## config.mk

```make
export PLATFORM = sky130hd
export DESIGN_NAME = cordic_arbiter_flat
export DESIGN_NICKNAME = d
export VERILOG_FILES = /design/src/rtl/cordic_arbiter_if.sv /design/src/rtl/cordic_arbiter.sv /design/src/flat_wrapper.sv
export SDC_FILE = /design/constraint.sdc
export NUM_CORES = 1
export LEC_CHECK = 0
export CAP_MARGIN = 20
export CELL_PAD_IN_SITES_DETAIL_PLACEMENT = 1
export CELL_PAD_IN_SITES_GLOBAL_PLACEMENT = 1
export CORE_ASPECT_RATIO = 0.6
export CORE_MARGIN = 4
export CORE_UTILIZATION = 29
export CTS_BUF_LIST = sky130_fd_sc_hd__clkbuf_4
export DETAILED_ROUTE_END_ITERATION = 10
export PLACE_DENSITY_LB_ADDON = 0.1
export SYNTH_ARGS = -nofsm -noshare
export SYNTH_HDL_FRONTEND = slang
export SYNTH_SLANG_ARGS = --single-unit
```

## constraint.sdc

```tcl
create_clock -name clk -period 3.9 [get_ports clk]
set_input_delay 0.585 -clock clk [delete_from_list [all_inputs] [get_ports clk]]
set_output_delay 0.585 -clock clk [all_outputs]
set_load 0.03 [all_outputs]
```

## src/rtl/cordic_arbiter_if.sv

```systemverilog
// Handshake bundle between two requesters, their response ports, and the shared CORDIC core.
// The master side is the environment (requesters, consumers, core); the slave side is the arbiter.
interface cordic_arbiter_if;
    logic        req0_valid;
    logic        req0_ready;
    logic [31:0] req0_data;
    logic        req1_valid;
    logic        req1_ready;
    logic [31:0] req1_data;

    logic        rsp0_valid;
    logic        rsp0_ready;
    logic [31:0] rsp0_data;
    logic        rsp1_valid;
    logic        rsp1_ready;
    logic [31:0] rsp1_data;

    logic [31:0] cordic_dataa;
    logic [31:0] cordic_result;
    logic        busy;

    modport master (
        output req0_valid, req0_data, req1_valid, req1_data,
        input  req0_ready, req1_ready,
        output rsp0_ready, rsp1_ready,
        input  rsp0_valid, rsp0_data, rsp1_valid, rsp1_data,
        input  cordic_dataa, busy,
        output cordic_result
    );

    modport slave (
        input  req0_valid, req0_data, req1_valid, req1_data,
        output req0_ready, req1_ready,
        input  rsp0_ready, rsp1_ready,
        output rsp0_valid, rsp0_data, rsp1_valid, rsp1_data,
        output cordic_dataa, busy,
        input  cordic_result
    );
endinterface

```

## src/rtl/cordic_arbiter.sv

```systemverilog
// Round-robin sharing of one fixed-latency pipelined CORDIC between two requesters,
// with owner tags tracking in-flight operations and credit-protected response FIFOs.
module cordic_arbiter #(
    parameter int LATENCY   = 16,
    parameter int RSP_DEPTH = 4
) (
    input logic             clk,
    input logic             rst,
    cordic_arbiter_if.slave bus
);
    localparam int PW = $clog2(RSP_DEPTH);
    localparam int CW = PW + 1;

    typedef struct packed {
        logic valid;
        logic id;
    } tag_t;

    logic [1:0]          req_valid, rsp_ready, eligible, grant, push, pop;
    logic [1:0][31:0]    req_data;
    logic                issue, issue_id;
    logic [1:0][CW-1:0]  out_q, out_d, cnt_q, cnt_d;
    logic [1:0][PW-1:0]  wr_ptr_q, wr_ptr_d, rd_ptr_q, rd_ptr_d;
    logic [31:0]         mem_q [2][RSP_DEPTH];
    // Stage 0 sits beside cordic_dataa; stages 1..LATENCY mirror the core pipeline.
    tag_t [LATENCY:0]    tag_q, tag_d;
    logic                last_q, last_d;
    logic                busy_q, busy_d;
    logic [31:0]         dataa_q, dataa_d;

    // NOTE: always_comb uses blocking assignments and gives every output a default
    // first, so no path leaves a value held and no latch is inferred.
    always_comb begin
        req_valid   = {bus.req1_valid, bus.req0_valid};
        rsp_ready   = {bus.rsp1_ready, bus.rsp0_ready};
        req_data[0] = bus.req0_data;
        req_data[1] = bus.req1_data;

        for (int n = 0; n < 2; n++) begin
            eligible[n] = req_valid[n] && ((out_q[n] + cnt_q[n]) < CW'(RSP_DEPTH));
            pop[n]      = (cnt_q[n] != '0) && rsp_ready[n];
            push[n]     = tag_q[LATENCY].valid && (tag_q[LATENCY].id == 1'(n));
        end

        if (eligible == 2'b11) grant = last_q ? 2'b01 : 2'b10;
        else                   grant = eligible;
        issue    = |grant;
        issue_id = grant[1];

        last_d        = issue ? issue_id : last_q;
        dataa_d       = issue ? req_data[issue_id] : '0;
        tag_d[0].valid = issue;
        tag_d[0].id    = issue_id;
        for (int i = 1; i <= LATENCY; i++) tag_d[i] = tag_q[i-1];

        for (int n = 0; n < 2; n++) begin
            out_d[n]    = out_q[n] + CW'(grant[n]) - CW'(push[n]);
            cnt_d[n]    = cnt_q[n] + CW'(push[n]) - CW'(pop[n]);
            wr_ptr_d[n] = wr_ptr_q[n] + PW'(push[n]);
            rd_ptr_d[n] = rd_ptr_q[n] + PW'(pop[n]);
        end

        busy_d = (cnt_d[0] != '0) || (cnt_d[1] != '0);
        for (int i = 0; i <= LATENCY; i++) busy_d = busy_d | tag_d[i].valid;
    end

    // NOTE: sequential state uses non-blocking assignments so every flop samples
    // the pre-edge values computed above.
    always_ff @(posedge clk or negedge rst) begin
        if (!rst) begin
            tag_q    <= '0;
            out_q    <= '0;
            cnt_q    <= '0;
            wr_ptr_q <= '0;
            rd_ptr_q <= '0;
            last_q   <= 1'b1;
            busy_q   <= 1'b0;
            dataa_q  <= '0;
        end else begin
            tag_q    <= tag_d;
            out_q    <= out_d;
            cnt_q    <= cnt_d;
            wr_ptr_q <= wr_ptr_d;
            rd_ptr_q <= rd_ptr_d;
            last_q   <= last_d;
            busy_q   <= busy_d;
            dataa_q  <= dataa_d;
        end
    end

    // NOTE: FIFO storage is deliberately not reset; cnt_q gates every read,
    // so stale words are never visible.
    always_ff @(posedge clk) begin
        for (int n = 0; n < 2; n++) begin
            if (push[n]) mem_q[n][wr_ptr_q[n]] <= bus.cordic_result;
        end
    end

    // rst only gates outputs here, keeping it out of every flop data path.
    assign bus.req0_ready   = grant[0] & rst;
    assign bus.req1_ready   = grant[1] & rst;
    assign bus.rsp0_valid   = (cnt_q[0] != '0);
    assign bus.rsp1_valid   = (cnt_q[1] != '0);
    assign bus.rsp0_data    = (cnt_q[0] != '0) ? mem_q[0][rd_ptr_q[0]] : '0;
    assign bus.rsp1_data    = (cnt_q[1] != '0) ? mem_q[1][rd_ptr_q[1]] : '0;
    assign bus.cordic_dataa = dataa_q;
    assign bus.busy         = busy_q;

    a_no_overflow0: assert property (@(posedge clk) disable iff (!rst)
        !(push[0] && !pop[0] && (cnt_q[0] == CW'(RSP_DEPTH))));
    a_no_overflow1: assert property (@(posedge clk) disable iff (!rst)
        !(push[1] && !pop[1] && (cnt_q[1] == CW'(RSP_DEPTH))));
endmodule

```

## src/flat_wrapper.sv

```systemverilog
// flat-port wrapper written by rule: the top's interface ports become plain ports
module cordic_arbiter_flat 
#(
    parameter int LATENCY   = 16,
    parameter int RSP_DEPTH = 4
)
  (clk, rst, bus_req0_valid, bus_req0_data, bus_req1_valid, bus_req1_data, bus_req0_ready, bus_req1_ready, bus_rsp0_ready, bus_rsp1_ready, bus_rsp0_valid, bus_rsp0_data, bus_rsp1_valid, bus_rsp1_data, bus_cordic_dataa, bus_busy, bus_cordic_result);
  cordic_arbiter_if bus_i ();
  input logic clk;
  input logic rst;
  input wire logic [$bits(bus_i.req0_valid)-1:0] bus_req0_valid;
  input wire logic [$bits(bus_i.req0_data)-1:0] bus_req0_data;
  input wire logic [$bits(bus_i.req1_valid)-1:0] bus_req1_valid;
  input wire logic [$bits(bus_i.req1_data)-1:0] bus_req1_data;
  output wire logic [$bits(bus_i.req0_ready)-1:0] bus_req0_ready;
  output wire logic [$bits(bus_i.req1_ready)-1:0] bus_req1_ready;
  input wire logic [$bits(bus_i.rsp0_ready)-1:0] bus_rsp0_ready;
  input wire logic [$bits(bus_i.rsp1_ready)-1:0] bus_rsp1_ready;
  output wire logic [$bits(bus_i.rsp0_valid)-1:0] bus_rsp0_valid;
  output wire logic [$bits(bus_i.rsp0_data)-1:0] bus_rsp0_data;
  output wire logic [$bits(bus_i.rsp1_valid)-1:0] bus_rsp1_valid;
  output wire logic [$bits(bus_i.rsp1_data)-1:0] bus_rsp1_data;
  output wire logic [$bits(bus_i.cordic_dataa)-1:0] bus_cordic_dataa;
  output wire logic [$bits(bus_i.busy)-1:0] bus_busy;
  input wire logic [$bits(bus_i.cordic_result)-1:0] bus_cordic_result;
  assign bus_i.req0_valid = bus_req0_valid;
  assign bus_i.req0_data = bus_req0_data;
  assign bus_i.req1_valid = bus_req1_valid;
  assign bus_i.req1_data = bus_req1_data;
  assign bus_req0_ready = bus_i.req0_ready;
  assign bus_req1_ready = bus_i.req1_ready;
  assign bus_i.rsp0_ready = bus_rsp0_ready;
  assign bus_i.rsp1_ready = bus_rsp1_ready;
  assign bus_rsp0_valid = bus_i.rsp0_valid;
  assign bus_rsp0_data = bus_i.rsp0_data;
  assign bus_rsp1_valid = bus_i.rsp1_valid;
  assign bus_rsp1_data = bus_i.rsp1_data;
  assign bus_cordic_dataa = bus_i.cordic_dataa;
  assign bus_busy = bus_i.busy;
  assign bus_i.cordic_result = bus_cordic_result;
  cordic_arbiter #(.LATENCY(LATENCY), .RSP_DEPTH(RSP_DEPTH)) u_core (.clk(clk), .rst(rst), .bus(bus_i));
endmodule
```

# After elaboration in Yosys (flattened, before gate mapping)
# Memories as Yosys holds them, arrays and structs flattened.
# Index checks and enable logic that the tools add are counted.
[word_totals]
elab_cells = 133
ramBits = 256
memories = 1
output_inout_bits = 101
regBits = 88
inputBits = 102
[memory_table]
columns = ["name", "depth", "width", "rd", "rd_clocked_by_memory_dff", "write_ports", "line", "source"]
rows = [
  ["u_core.mem_q", 2, 128, 2, 0, 1, "cordic_arbiter.sv:24", "logic [31:0] mem_q [2][RSP_DEPTH];"],
]
[classes]
bitwise_logic = 24
addsub = 14
reduce_logical = 15
n_mux = 24
order_cmp = 9
n_eq_ne = 1
[op_table]
columns = ["op", "count"]
rows = [
  ["two-way mux 128 bit", 4],
  ["two-way mux 32 bit", 11],
  ["binary-select mux 32 bit (select 2 bit)", 2],
  ["demux 32 bit (select 2 bit)", 2],
  ["OR reduction 128 bit", 1],
  ["OR 1 bit", 17],
  ["adder 3 x 1 -> 3 bit", 4],
  ["greater-or-equal comparator 3 bit, second input constant", 4],
  ["NOT 2 -> 3 bit", 4],
  ["nonzero test 3 bit", 4],
  ["subtractor 3 x 1 -> 3 bit", 4],
  ["adder 2 x 1 -> 2 bit", 4],
  ["logical AND 1 bit", 8],
  ["adder 3 bit", 2],
  ["less-than comparator 3 x 1 -> 1 bit, second input constant", 2],
  ["less-than comparator 3 bit, second input constant", 2],
  ["two-way mux 2 bit", 2],
  ["two-way mux 1 bit", 3],
  ["bitwise AND 1 bit", 2],
  ["== test 2 bit, second input constant", 1],
  ["less-than comparator 1 x 2 -> 1 bit, second input constant", 1],
  ["OR reduction 2 bit", 1],
  ["logical OR 1 bit", 1],
  ["NOT 1 bit", 1],
]

# Depth between registers and ports, before layout
[logic_depth]
depth_word = 23
ltp_mapped = 13
mapped_depth_nobuf = 12

# Worst setup path after synthesis
# OpenSTA, ideal clock, no wires.
[synth_timing]
path_type = "register to register"
start = "reg u_core.tag_q[32] (netlist name)"
end = "mem u_core.mem_q[0][64] (netlist name), enable pin"
path_buffers = 0
synth_period_minus_slack_ps = 3419
t_required_ps = 3432
setup_ps = 468
slack_ps = 481
arrival_ps = 2952
path_stages_with_launch = 3
path_cell_list = "dfrtp_1 -> nand2b_1 -> nor3b_1"
[synth_between]
elab_chain_len = 5
elab_cells_between_ends = 10
classes_between = "mux: 6; bitwise: 1; reduce/logical: 3"
[synth_lines]
columns = ["element", "line", "source"]
rows = [
  ["start: declaration", "cordic_arbiter.sv:26", "tag_t [LATENCY:0] tag_q, tag_d;"],
  ["start signal: assignment", "cordic_arbiter.sv:80", "tag_q <= tag_d;"],
  ["logical AND 1 bit or NOT 1 bit (tied branches)", "cordic_arbiter.sv:42", "push[n] = tag_q[LATENCY].valid && (tag_q[LATENCY].id == 1'(n));"],
  ["two-way mux 1 bit or logical AND 1 bit (tied branches)", "cordic_arbiter.sv:95, cordic_arbiter.sv:42", ""],
  ["two-way mux 128 bit (not written as such) or two-way mux 1 bit (tied branches)", "cordic_arbiter.sv:95", "if (push[n]) mem_q[n][wr_ptr_q[n]] <= bus.cordic_result;"],
  ["OR reduction 128 bit (no line) or two-way mux 128 bit (tied branches)", "n/a", ""],
  ["two-way mux 1 bit (no line) or two-way mux 128 bit (tied branches)", "n/a", ""],
  ["end: declaration", "cordic_arbiter.sv:24", ""],
]
# Parallel ways exist; a longest one is shown, timed or not.

# Worst setup path in the final report
[layout_timing]
start = "reg u_core.out_q[1] (netlist name)"
end = "out bus_req0_ready"
[layout_between]
elab_chain_len = 6
[layout_lines]
columns = ["element", "line", "source"]
rows = [
  ["start: declaration", "cordic_arbiter.sv:22", "logic [1:0][CW-1:0] out_q, out_d, cnt_q, cnt_d;"],
  ["start signal: assignment", "cordic_arbiter.sv:81", "out_q <= out_d;"],
  ["adder 3 bit (*)", "cordic_arbiter.sv:40", "eligible[n] = req_valid[n] && ((out_q[n] + cnt_q[n]) < CW'(RSP_DEPTH));"],
  ["less-than comparator 3 bit (*)", "cordic_arbiter.sv:40", ""],
  ["logical AND 1 bit (*)", "cordic_arbiter.sv:40", ""],
  ["== test 2 bit", "cordic_arbiter.sv:45", "if (eligible == 2'b11) grant = last_q ? 2'b01 : 2'b10;"],
  ["two-way mux 2 bit (*)", "cordic_arbiter.sv:45", ""],
  ["bitwise AND 1 bit (*)", "cordic_arbiter.sv:100", "assign bus.req0_ready = grant[0] & rst;"],
  ["end: declaration", "flat_wrapper.sv:15", "output wire logic [$bits(bus_i.req0_ready)-1:0] bus_req0_ready;"],
]
# Every way passes the cells marked *; elsewhere a longest branch is shown, timed or not.

==> summary.txt <==
STA
  • Minimum clock period: 3.65 ns
  • Max-slew violations: 0
  • Endpoints failing setup: 0
  • Rel. slew slack: 0.300
  • Fmax: 274 MHz
  • Worst Skew: between 0.04 and 0.05 ns
  • Part of the cycle the worst path needs: 0.935
  • Final Hold Fails: 0
  • Worst Max-Slew Pin Slew: 1.05 ns
  • RSZ-0062 raised after global routing: false
  • Hold Worst Slack: 0.320 ns

Global route
  • GR Layer Usage met1: 0.186
  • Global route hottest layer: met2
  • Number of antenna violations at the first check in global routing: 3
  • Grt ovf: 0
  • Total track usage: 0.142
  • First-pass GRT wire length: 52300 µm
  • Vias in the first global route: 8356
  • Met2 global-route usage: 0.231
  • Met3 usage: 0.0360
  • Largest net degree at the start of global routing: 63

Drt
  • Vias per cell: 4.43
  • Drt total wl: between 30000 and 40000 µm
  • First-pass DRT Iterations: 4
  • Vias: 7076
  • DR WL/cell: 21.6 µm
  • Post-route DRC: 0
  • Iteration-0 DRC Markers: ~350
  • Antenna Nets Post-Route: 0

Clock tree
  • CTS H-Tree Depth: 3
  • Clock slew at reported path FFs: 0.08 ns
  • Root buf cell: clkbuf_4
  • CTS tree: done
  • Setup Buffers After CTS: 0
  • Longest Clk Path Bufs: 3
  • Clk_lat worst skew: 0.74 ns
  • Clock sinks: 344
  • CTS buffer count: 88

Synthesis
  • Compound-Gate Fraction of Synth Area: 0.00340
  • Seq/Total Area, Yosys: 0.746
  • Synth warn: 0
  • Synth top area share: 0.580
  • Simple-gate share of the synthesized area: 0.0609
  • Register bit total from synthesis: 344
  • Ys flop type: edfxtp_1
  • Ranking of synthesized cells by area: edfxtp_1 (58%), dfrtp_1 (16%), mux4_2 (11%)
  • Post-synth EDFFs: around 260
  • Mux contribution to synthesized area: 0.143
  • Most frequent cells after synthesis: edfxtp_1 (256), dfrtp_1 (87), and2_1 (64), mux4_2 (64), and3_1 (31)
  • Largest family of logic cells by synthesized area: multiplexers
  • Post-synthesis adder-cell area fraction: 0.0155
  • Post-synth top area cell: edfxtp_1
  • Syn Inst Count: 658
  • Mean Syn Cell Area: 20.2 µm²
  • Post-Syn Nets: 774
  • Synth Area in XOR/XNOR: 0.0130
  • Top-count cell post-synth: edfxtp_1
  • Mapped cell area: 13300 µm²
  • Share of flip-flops with an asynchronous set or reset: 0.256
  • Synth cell types: 33

Run status
  • Outcome: completed

Critical path
  • Crit path kind: flop to output pin
  • Crit path from: u_core.out_q[1]
  • Crit Reg-Reg Startpoint: u_core.out_q[1]
  • Delay-heaviest family, CP: simple AND/OR/NAND/NOR gates
  • Critical-path top delay cell: xnor2_4
  • Slowest stage delay, CP: 0.49 ns
  • WP data required: between 3 and 4 ns
  • CP Data Arrival Time: 3.06 ns
  • Worst Setup Start Kind: flop
  • Crit. End Element: output pin
  • Bufs and invs on worst path: 1
  • Crit-path max FO: 17
  • CP Cell Sequence: ha_1, a31oi_4, xnor2_4, nand2_1, nor3_1, dlygate4sd2_1

Finish
  • Area delta synth->final: 29.6%
  • Nets@finish: 1057
  • Layout cells sized above 1: 0.273
  • Finished Layout Cells: 1599

Pwr
  • Leak: approximately 6.3 nW
  • Peak VDD IR: 394 µV
  • Power per standard cell area: between 800 and 900 nW/µm²
  • Total chip power: 14.9 mW

Run
  • Maxcap violations: 0

Placement
  • GPL Wtd Cong: around 0.70
  • Placed Cells incl. Taps: around 1400
  • Dpl hpwl: 22500 µm
  • Port bufs: around 200

Die
  • Core Rows: 60
  • Core Area: about 45000 µm²
  • Starting Density: 0.295
  • Die height: roughly 170 µm
  • Io pins: roughly 200
  • Total die area: 49300 µm²
  • Die Wd: 284 µm

Hold path
  • HP Class: input pin to asynchronous set/reset pin
power by group:
group	internal, mW	switching [mW]
clock	1.51	1.46
sequential	4.81	0.428
combinational	3.06	3.67
total	9.38	5.55
cells in the final DEF, fill, tap and decap left out, types with 6 or more instances in the layout:
| cell type | synthesis | final |
|---|---|---|
| and3_1 | 31 | 29 |
| dfrtp_1 | 87 | 83 |
| clkdlybuf4s50_1 | 0 | 199 |
| mux2_4 | 27 | 27 |
| mux4_2 | 64 | 64 |
| ha_1 | 10 | 10 |
| buf_4 | 0 | 21 |
| nor4_1 | 6 | 6 |
| clkbuf_4 | 0 | 121 |
| nand3_1 | 6 | 6 |
| edfxtp_1 | 256 | 256 |
| xnor2_1 | 13 | 13 |
| and2_1 | 64 | 64 |
| inv_1 | 13 | 13 |
| clkinv_1 | 0 | 26 |
| nand2_1 | 11 | 11 |
stage by stage:
stage	instance area [µm²]	setup WS [ns]	utilization	setup TNS (ns)
floorplan	13300	0.481	-	0
global placement	16100	0.156	0.357	0
finish	17200	0.253	0.382	0
global route	17200	0.0526	0.382	0
CTS	17200	0.111	0.382	0
detailed placement	16100	-0.0402	0.357	-0.0402
routing by layer:
metal	vias up	part of all wire
li1	3166	-
met2	157	0.48
met4	0	0.022
met3	54	0.044
met5	-	0
met1	3699	0.45
path summary, 6_finish.rpt:
| check | endpoint | slack (ns) | cells after the start |
|---|---|---|---|
| setup reg to reg | u_core.out_q[2] | 0.54 | 12 |
| hold reg to reg | u_core.tag_d[16] | 0.32 | 0 |
| min in group clk | u_core.tag_d[16] | 0.32 | 0 |
| max in group asynchronous | u_core.rd_ptr_q[2] | 2.35 | 3 |
| hold / removal | u_core.bus.cordic_dataa[7] | 0.32 | 2 |
| setup / recovery | bus_req0_ready | 0.25 | 6 |
layout make-up:
type | instances | area, µm²
clock inverters | 36 | 171
multi-input cells | 268 | 3200
inverters | 13 | 48.8
clock buffers | 121 | 908
diodes | 2 | 5.00
fillers | 4453 | 27800
well taps | 589 | 737
flip-flops and latches | 344 | 9900
repair buffers | 226 | 2230
logic make-up after synthesis:
| logic type | count (synthesis) |
|---|---|
| buffers and inverters | 47 |
| AND/OR/NAND/NOR | 135 |
| multiplexers | 96 |
| XOR/XNOR | 18 |
| AO/OA/AOI/OAI | 4 |
| flip-flops | 344 |
| adder cells (fa/ha/maj) | 14 |
registers in the layout (all words and copies together) (netlist names), 2 cells and up:
register                 cells
u_core.bus.cordic_dataa     32
u_core.cnt_q                 6
u_core.mem_q               256
u_core.out_q                 6
u_core.rd_ptr_q              4
u_core.tag_d                32
u_core.tag_q                 2
u_core.wr_ptr_q              4
repair_timing:
item,4_1_cts,5_1_grt
gates resized for setup,3,0
setup endpoints to repair,3,0
hold endpoints to repair,26,0
hold buffers,1,0
Power figures use the tool's default switching activity.
